===== config.mk =====
export PLATFORM = sky130hd
export DESIGN_NAME = axi4_csr_bank
export DESIGN_NICKNAME = d
export VERILOG_FILES = /design/src/rtl/axi4_csr_bank.sv
export SDC_FILE = /design/constraint.sdc
export NUM_CORES = 2
export LEC_CHECK = 0
export ABC_CLOCK_PERIOD_IN_PS = 3100
export CAP_MARGIN = 40
export CORE_AREA = 8 8 476 478
export DETAILED_ROUTE_END_ITERATION = 8
export DIE_AREA = 0 0 484 486
export PLACE_DENSITY = 0.43
export SLEW_MARGIN = 20
export SYNTH_ARGS = -nofsm -noshare
export SYNTH_HDL_FRONTEND = slang
export SYNTH_SLANG_ARGS = --single-unit

===== constraint.sdc =====
create_clock -name clk -period 3.1 [get_ports clk]
set_input_delay 0.62 -clock clk [delete_from_list [all_inputs] [get_ports clk]]
set_output_delay 0.62 -clock clk [all_outputs]
set_load 0.01 [all_outputs]

===== src/rtl/axi4_csr_bank.sv =====
// AXI4 slave register bank: RW, read-only (status) and write-pulse registers, INCR bursts,
// byte strobes. Independent read and write FSMs.
module axi4_csr_bank #(
  parameter int unsigned                   ADDR_W           = 32,
  parameter logic [ADDR_W-1:0]             BASE_ADDR        = ADDR_W'(32'h3000_0000),
  parameter int unsigned                   REG_NUM          = 16,
  parameter int unsigned                   DATA_W           = 32,
  parameter int unsigned                   MST_ID_W         = 5,
  parameter int unsigned                   TRANS_DATA_LEN_W = 8,
  parameter int unsigned                   TRANS_RESP_W     = 2,
  parameter logic [REG_NUM-1:0]            RO_MASK          = '0,
  parameter logic [REG_NUM-1:0]            PULSE_MASK       = '0,
  parameter logic [REG_NUM*DATA_W-1:0]     RST_VAL          = '0
) (
  input  logic                          clk,
  input  logic                          rst,
  // AW channel
  input  logic [MST_ID_W-1:0]           m_awid_i,
  input  logic [ADDR_W-1:0]             m_awaddr_i,
  input  logic [TRANS_DATA_LEN_W-1:0]   m_awlen_i,
  input  logic                          m_awvalid_i,
  output logic                          m_awready_o,
  // W channel
  input  logic [DATA_W-1:0]             m_wdata_i,
  input  logic [DATA_W/8-1:0]           m_wstrb_i,
  input  logic                          m_wlast_i,
  input  logic                          m_wvalid_i,
  output logic                          m_wready_o,
  // B channel
  output logic [MST_ID_W-1:0]           m_bid_o,
  output logic [TRANS_RESP_W-1:0]       m_bresp_o,
  output logic                          m_bvalid_o,
  input  logic                          m_bready_i,
  // AR channel
  input  logic [MST_ID_W-1:0]           m_arid_i,
  input  logic [ADDR_W-1:0]             m_araddr_i,
  input  logic [TRANS_DATA_LEN_W-1:0]   m_arlen_i,
  input  logic                          m_arvalid_i,
  output logic                          m_arready_o,
  // R channel
  output logic [MST_ID_W-1:0]           m_rid_o,
  output logic [DATA_W-1:0]             m_rdata_o,
  output logic [TRANS_RESP_W-1:0]       m_rresp_o,
  output logic                          m_rlast_o,
  output logic                          m_rvalid_o,
  input  logic                          m_rready_i,
  // IP side
  input  logic [REG_NUM*DATA_W-1:0]     sts_i,
  output logic [REG_NUM*DATA_W-1:0]     cfg_o,
  output logic [REG_NUM-1:0]            pulse_o
);

  localparam int unsigned StrbW  = DATA_W / 8;
  localparam int unsigned IdxLsb = $clog2(StrbW);

  localparam logic [TRANS_RESP_W-1:0] RespOkay   = TRANS_RESP_W'(0);
  localparam logic [TRANS_RESP_W-1:0] RespSlvErr = TRANS_RESP_W'(2);
  localparam logic [TRANS_RESP_W-1:0] RespDecErr = TRANS_RESP_W'(3);

  typedef enum logic [1:0] {WIdle, WData, WResp} w_state_e;
  typedef enum logic       {RIdle, RData}        r_state_e;

  function automatic logic [ADDR_W-1:0] addr_to_idx(input logic [ADDR_W-1:0] addr);
    logic [ADDR_W-1:0] off;
    off = addr - BASE_ADDR;
    return off >> IdxLsb;
  endfunction

  // Base check and alignment only; the register-range check is redone per beat.
  function automatic logic addr_base_ok(input logic [ADDR_W-1:0] addr);
    logic [ADDR_W-1:0] off;
    off = addr - BASE_ADDR;
    return (addr >= BASE_ADDR) && ((off & ADDR_W'(StrbW - 1)) == '0);
  endfunction

  w_state_e                        w_state_q, w_state_d;
  logic [MST_ID_W-1:0]             aw_id_q, aw_id_d;
  logic [ADDR_W-1:0]               w_idx_q, w_idx_d;
  logic                            w_base_ok_q, w_base_ok_d;
  logic [TRANS_DATA_LEN_W-1:0]     w_len_q, w_len_d;
  logic [TRANS_DATA_LEN_W-1:0]     w_cnt_q, w_cnt_d;
  logic [TRANS_RESP_W-1:0]         w_resp_q, w_resp_d;
  logic [TRANS_RESP_W-1:0]         beat_resp;
  logic [REG_NUM-1:0][DATA_W-1:0]  regs_q, regs_d;
  logic [REG_NUM-1:0]              pulse_q, pulse_d;

  r_state_e                        r_state_q, r_state_d;
  logic [MST_ID_W-1:0]             ar_id_q, ar_id_d;
  logic [ADDR_W-1:0]               r_idx_q, r_idx_d;
  logic                            r_base_ok_q, r_base_ok_d;
  logic [TRANS_DATA_LEN_W-1:0]     r_len_q, r_len_d;
  logic [TRANS_DATA_LEN_W-1:0]     r_cnt_q, r_cnt_d;

  logic w_ok, r_ok;
  logic unused_ok;

  assign unused_ok = ^{m_wlast_i, sts_i, regs_q};

  assign w_ok = w_base_ok_q && (w_idx_q < ADDR_W'(REG_NUM));
  assign r_ok = r_base_ok_q && (r_idx_q < ADDR_W'(REG_NUM));

  always_comb begin
    w_state_d   = w_state_q;
    aw_id_d     = aw_id_q;
    w_idx_d     = w_idx_q;
    w_base_ok_d = w_base_ok_q;
    w_len_d     = w_len_q;
    w_cnt_d     = w_cnt_q;
    w_resp_d    = w_resp_q;
    regs_d      = regs_q;
    pulse_d     = '0;
    beat_resp   = RespOkay;
    unique case (w_state_q)
      WIdle: begin
        if (m_awvalid_i) begin
          aw_id_d     = m_awid_i;
          w_idx_d     = addr_to_idx(m_awaddr_i);
          w_base_ok_d = addr_base_ok(m_awaddr_i);
          w_len_d     = m_awlen_i;
          w_cnt_d     = '0;
          w_resp_d    = RespOkay;
          w_state_d   = WData;
        end
      end
      WData: begin
        if (m_wvalid_i) begin
          if (!w_ok) begin
            beat_resp = RespDecErr;
          end else begin
            for (int i = 0; i < int'(REG_NUM); i++) begin
              if (w_idx_q == ADDR_W'(i)) begin
                if (RO_MASK[i]) begin
                  beat_resp = RespSlvErr;
                end else if (PULSE_MASK[i]) begin
                  pulse_d[i] = |m_wstrb_i;
                end else begin
                  for (int b = 0; b < int'(StrbW); b++) begin
                    if (m_wstrb_i[b]) regs_d[i][8*b +: 8] = m_wdata_i[8*b +: 8];
                  end
                end
              end
            end
          end
          // Burst response is the worst (numerically highest) beat response.
          if (beat_resp > w_resp_q) w_resp_d = beat_resp;
          if (w_cnt_q == w_len_q) begin
            w_state_d = WResp;
          end else begin
            w_cnt_d = w_cnt_q + TRANS_DATA_LEN_W'(1);
            w_idx_d = w_idx_q + ADDR_W'(1);
          end
        end
      end
      WResp: begin
        if (m_bready_i) w_state_d = WIdle;
      end
      default: w_state_d = WIdle;
    endcase
  end

  always_comb begin
    r_state_d   = r_state_q;
    ar_id_d     = ar_id_q;
    r_idx_d     = r_idx_q;
    r_base_ok_d = r_base_ok_q;
    r_len_d     = r_len_q;
    r_cnt_d     = r_cnt_q;
    unique case (r_state_q)
      RIdle: begin
        if (m_arvalid_i) begin
          ar_id_d     = m_arid_i;
          r_idx_d     = addr_to_idx(m_araddr_i);
          r_base_ok_d = addr_base_ok(m_araddr_i);
          r_len_d     = m_arlen_i;
          r_cnt_d     = '0;
          r_state_d   = RData;
        end
      end
      RData: begin
        if (m_rready_i) begin
          if (r_cnt_q == r_len_q) begin
            r_state_d = RIdle;
          end else begin
            r_cnt_d = r_cnt_q + TRANS_DATA_LEN_W'(1);
            r_idx_d = r_idx_q + ADDR_W'(1);
          end
        end
      end
      default: r_state_d = RIdle;
    endcase
  end

  always_comb begin
    m_rdata_o = '0;
    if (r_ok) begin
      for (int i = 0; i < int'(REG_NUM); i++) begin
        if (r_idx_q == ADDR_W'(i)) begin
          if (RO_MASK[i])         m_rdata_o = sts_i[i*DATA_W +: DATA_W];
          else if (PULSE_MASK[i]) m_rdata_o = '0;
          else                    m_rdata_o = regs_q[i];
        end
      end
    end
  end

  always_comb begin
    cfg_o = '0;
    for (int i = 0; i < int'(REG_NUM); i++) begin
      if (!(RO_MASK[i] || PULSE_MASK[i])) cfg_o[i*DATA_W +: DATA_W] = regs_q[i];
    end
  end

  // Handshake outputs are forced low while reset is held.
  assign m_awready_o = !rst && (w_state_q == WIdle);
  assign m_wready_o  = !rst && (w_state_q == WData);
  assign m_bvalid_o  = !rst && (w_state_q == WResp);
  assign m_bid_o     = aw_id_q;
  assign m_bresp_o   = w_resp_q;

  assign m_arready_o = !rst && (r_state_q == RIdle);
  assign m_rvalid_o  = !rst && (r_state_q == RData);
  assign m_rlast_o   = m_rvalid_o && (r_cnt_q == r_len_q);
  assign m_rid_o     = ar_id_q;
  assign m_rresp_o   = r_ok ? RespOkay : RespDecErr;

  assign pulse_o = rst ? '0 : pulse_q;

  always_ff @(posedge clk) begin
    if (rst) begin
      w_state_q   <= WIdle;
      aw_id_q     <= '0;
      w_idx_q     <= '0;
      w_base_ok_q <= 1'b0;
      w_len_q     <= '0;
      w_cnt_q     <= '0;
      w_resp_q    <= RespOkay;
      regs_q      <= RST_VAL;
      pulse_q     <= '0;
      r_state_q   <= RIdle;
      ar_id_q     <= '0;
      r_idx_q     <= '0;
      r_base_ok_q <= 1'b0;
      r_len_q     <= '0;
      r_cnt_q     <= '0;
    end else begin
      w_state_q   <= w_state_d;
      aw_id_q     <= aw_id_d;
      w_idx_q     <= w_idx_d;
      w_base_ok_q <= w_base_ok_d;
      w_len_q     <= w_len_d;
      w_cnt_q     <= w_cnt_d;
      w_resp_q    <= w_resp_d;
      regs_q      <= regs_d;
      pulse_q     <= pulse_d;
      r_state_q   <= r_state_d;
      ar_id_q     <= ar_id_d;
      r_idx_q     <= r_idx_d;
      r_base_ok_q <= r_base_ok_d;
      r_len_q     <= r_len_d;
      r_cnt_q     <= r_cnt_d;
    end
  end

endmodule


Word-level counts from Yosys, hierarchy flattened
Cells that the tools add are included.
{"block": "totals", "ff_bits": 625, "in_bits": 646, "output_inout_bits": 580, "elab_cells": 269}
{"block": "op_classes", "addsub": 6, "magnitude_cmp": 5, "n_eq_ne": 43, "muxes": 50, "bitwise_logic": 1, "n_reduce_logical": 87}
{"op": "$mux 32", "n": 23}
{"op": "$eq 32x4->1 const B", "n": 16}
{"op": "$reduce_and 5->1", "n": 64}
{"op": "$eq 32x3->1 const B", "n": 8}
{"op": "$eq 32x2->1 const B", "n": 4}
{"op": "$logic_not 32->1", "n": 4}
{"op": "$pmux 32 s2", "n": 2}
{"op": "$add 32x1->32 const B", "n": 2}
{"op": "$eq 32x1->1 const B", "n": 2}
{"op": "$ge 32x30->1 const B", "n": 2}
{"op": "$lt 32x5->1 const B", "n": 2}
{"op": "$sub 32x30->32 const B", "n": 2}
{"op": "$mux 8", "n": 6}
{"op": "$pmux 8 s2", "n": 2}
{"op": "$mux 2", "n": 11}
{"op": "$ne 2x2->1 const B", "n": 9}
{"op": "$add 8x1->8 const B", "n": 2}
{"op": "$eq 8x8->1", "n": 2}
{"op": "$reduce_and 4->1", "n": 3}
{"op": "$logic_and 1x1->1", "n": 10}
{"op": "$pmux 2 s3", "n": 1}
{"op": "$pmux 2 s2", "n": 1}
{"op": "$reduce_and 2->1", "n": 2}
{"op": "$mux 1", "n": 3}
{"op": "9 further kinds", "n": 9}

Depth between registers and ports, before layout
{"block": "depth", "ltp_word": 18, "mapped_depth": 12, "depth_no_buf": 9}

Least setup slack after synthesis
Ideal clock, no wire load.
{"block": "synth_timing", "kind": "reg-to-output", "from": "register r_idx_q[0]", "to": "output port m_rdata_o[13]", "t_arrival_ps": 2486, "required_ps": 2480, "slack_ps": -6, "stages_incl_launch_ff": 11, "path_cell_list": "dfxtp_1 -> inv_1 -> ha_1 -> buf_2 -> buf_2 -> buf_1 -> clkbuf_1 -> nand3_1 -> nand4_1 -> o221ai_1 -> a2111oi_0"}
{"block": "synth_between", "elab_chain_len": 18, "word_cells_on_any_way": 35}
{"item": "start: declaration", "line": "89", "rtl": "logic [ADDR_W-1:0] r_idx_q, r_idx_d;"}
{"item": "start signal: assignment", "line": "257", "rtl": "r_idx_q <= r_idx_d;"}
{"item": "$logic_not 32->1", "line": "197", "rtl": "if (r_idx_q == ADDR_W'(i)) begin"}
{"item": "$mux 32 (16 in a row)", "line": "197"}
{"item": "$mux 32 *", "line": "195", "rtl": "if (r_ok) begin"}
{"item": "end: declaration", "line": "42", "rtl": "output logic [DATA_W-1:0] m_rdata_o,"}
Mark *: on every way between the ends. The rest lies on a longest branch, timed or not.

Final worst setup path
{"block": "layout_timing", "from": "register r_idx_q[6]", "to": "output port m_rdata_o[28]"}
The elaborated chain is that of the path after synthesis.

==> impl_metrics.tcl <==
set metrics [dict create \
    die_h_um 486 \
    wl_per_cell_um 30.78 \
    num_vias 36659 \
    path_buf_inv 7 \
    finalInstanceArea_um2 50610 \
    drive_gt1_share_pct 22.79 \
    fin_crit_sh_pct 133.0 \
    critical_path_required_ps 2480 \
    die_width_um 484 \
    timing.fmax_ghz 0.2425 \
    period_minus_slack_ps 4124 \
    synthArstFlopShare_pct 0 \
    grt_use_met3_pct 7.757 \
    cp_top_family "buffers and inverters" \
    grtUsageMet2_pct 28.79 \
    clock-sinks 624 \
    via_per_inst 4.581 \
    drt-pass1-iter-count 6 \
    endpoint_kind "primary output" \
    crit_chain "nor4_4, buf_4, nand4_4, buf_12, buf_12, or3_4, buf_12, buf_8, o221ai_4, a221o_1, a31oi_1, buf_4, buf_6" \
    drcViolationCount 0 \
    crit_top_cell "buf_12" \
    r2r_start "r_idx_q[2]" \
    synth_cell_types 82 \
    worstSetupStartpointType "register" \
    place_area_um2 45070 \
    synthToLayoutAreaGrowth_pct 67.42 \
    worstRegToRegCells 10 \
    relSlewSlack_pct 28.96 \
    clockBufferDepth 3 \
    cts_tree "done" \
    ff2ff_setup_slack_ps 200 \
    ys_seq_elements 624 \
    synth_top_area_share_pct 41.32 \
    rows 172 \
    synth_area_leaders "dfxtp_1 (41%), a21oi_1 (8.7%), o21ai_0 (7.7%)" \
    crit_fanout 8 \
    report.final.slew_viol_count 0 \
    dp_hpwl_um 198200 \
    cts_max_level 3 \
    cts_inserted_buffers 78 \
    grt_pass1_vias 34759 \
    synth_edf_count 0 \
    critical_path.startpoint "r_idx_q[6]" \
    pwr_density_cell_nw_per_um2 432.2 \
    dr.first_iter.drc_count 3985 \
    ys_seq_area_share_pct 41.32 \
    violations "setup timing" \
    grt_use_met1_pct 25.12 \
    num_io_pins 1226 \
    grt_start_max_net_pins 161 \
    r2r_end "r_idx_q[20]" \
    critPathKind "reg2out" \
    grt-ovfl-total 0 \
    grt_antenna_before_repair 19 \
    fin_ws_ps -1024 \
    hold_depth 2 \
    worstMarginPinSlew_ps 1066 \
    hold_buffers 0 \
    p_leak_uw 0.01805 \
    clk_latency_ps 720 \
    nets 5720 \
    cts_root_buf "clkbuf_16" \
    die_area_um2 235200 \
    holdPathEnd "w_base_ok_q" \
    synth-main-ff-cell "dfxtp_1" \
    hold_path.startpoint "rst" \
    synth_area_um2 30230 \
    core-area_um2 218700 \
    gr-usage-all-layers_pct 19.77 \
    worst_hold_path_type "in2reg" \
    status "complete, but fails checks" \
    routed_wl_um 246300 \
    clock_skew_ps 27.97 \
    top_usage_layer "met2" \
    grt_pass1_wl_um 323600 \
    cpPeakStageDelay_ps 420 \
    rsz0062_at_grt "true" \
    worstPathArrival_ps 3500 \
    peakVddDrop_mv 0.4149 \
    finalNonFillerCells 8003 \
    finalHoldViolations 0 \
    routabilityCongestion 0.9792 \
    initial_core_util_pct 13.83 \
    synth_cells 3926 \
    synth_area_per_cell_um2 7.700 \
    clkTransAtPathRegs_ps 60 \
    cap_violations 0 \
    yosys_warnings 0 \
    setup_viol 34 \
    io_buffer_count 696 \
    yosysTopAreaCell "dfxtp_1" \
    postRouteAntennaNets 0 \
    dpl.cell_count 7792 \
    pre_cts_ws_ps -1156 \
    cp_slowest_cell "or3_4" \
]
-- Yosys cell counts (35+ instances only) --
cell type / instances
clkbuf_1: 280
o22ai_1: 46
buf_2: 35
a21oi_1: 526
a211oi_1: 42
mux2i_1: 188
nand3_1: 58
nor3_1: 68
and3_1: 41
nor2_1: 395
o21ai_0: 467
nand2_1: 571
dfxtp_1: 624
-- kinds of logic after synthesis --
logic type / synth area share [%]
mux: 6.225
flops: 41.32
other cells: 0.01240
compound gates: 25.52
xor+xnor: 1.043
buf+inv: 5.174
fa+ha+maj: 0.4967
simple gates: 20.21
-- cell type report --
class / instances / area (um2)
clock inverters: 29 / 365.4
diodes: 8 / 20.02
inverters: 24 / 128.9
flip-flops and latches: 624 / 12500
fillers: 24054 / 168000
multi-input cells: 2935 / 17950
well taps: 2871 / 3592
repair buffers: 1399 / 13740
clock buffers: 113 / 2315
-- metrics by stage --
| stage | utilization, % | hold slack, ps | total power, uW | setup TNS [ps] |
|---|---|---|---|---|
| finish | 23.15 | 340.0 | 21870 | -30120 |
| floorplan | - | 447.8 | 9779 | 0 |
| CTS | 22.81 | 249.1 | 21900 | -31280 |
| global placement | 20.60 | 441.4 | 11660 | -29340 |
| global route | 23.14 | 295.8 | 22530 | -32160 |
| detailed placement | 20.61 | 447.5 | 11670 | -29300 |
-- power breakdown --
part / internal, uW / leakage [uW] / switching (uW)
clock: 5660 / 0.00132 / 4140
sequential: 8140 / 0.00504 / 128
combinational: 1510 / 0.0117 / 2300
total: 15300 / 0.0181 / 6570
-- worst max-delay path by stage --
stage	endpoint	slack (ps)	cells after the start
after global placement	m_rdata_o[29]	-1150	12
after floorplan	m_rdata_o[12]	80	11
after CTS	m_rdata_o[28]	-1060	13
after detailed placement	m_rdata_o[29]	-1160	12
final	m_rdata_o[28]	-1020	13
after global routing	m_rdata_o[28]	-1100	13
-- placed cells by master (no fill, tap or decap), types with 18 or more instances in the layout --
cell type,instances
a211oi_1,34
a21oi_1,499
a21oi_2,22
a221oi_1,19
a31oi_1,18
and3_1,36
buf_12,83
buf_4,538
buf_6,86
clkbuf_16,79
clkbuf_8,21
clkdlybuf4s50_1,661
dfxtp_1,616
mux2i_1,188
nand2_1,557
nand3_1,54
nand4_1,34
nor2_1,377
nor2_2,22
nor3_1,55
o21a_1,19
o21ai_0,432
o21ai_1,18
o22ai_1,31
xor2_1,23
-- registers in the layout, indices dropped and copies added (netlist names), 8 cells and up --
name,flops
w_idx_q,32
cfg_o,512
w_cnt_q,8
r_idx_q,32
w_len_q,8
r_len_q,8
r_cnt_q,8
-- layer usage --
metal  routed length [um]  part of all wire [%]
met3                27020                    11
met1               103100                    42
met4                16130                   6.5
met5                   36                 0.015
met2                99990                    41
-- worst reg2reg max path, stage by stage, from the launching register on --
cell and delay, ps:
dfxtp_2 460, buf_4 210, buf_4 230, and3_1 410, buf_4 240, nand4_1 200, buf_4 230, or2_2 320
o21ai_0 180, a21oi_1 90, a211oi_1 220
-- what timing repair did --
action / in CTS / in global routing
gates resized for setup: 491 / 133
setup endpoints to repair: 34 / 35
setup buffers: 49 / 24
pin swaps: 120 / 97
hold endpoints to repair: 0 / 0
cloned: 6 / 0
Power figures use the tool's default switching activity.
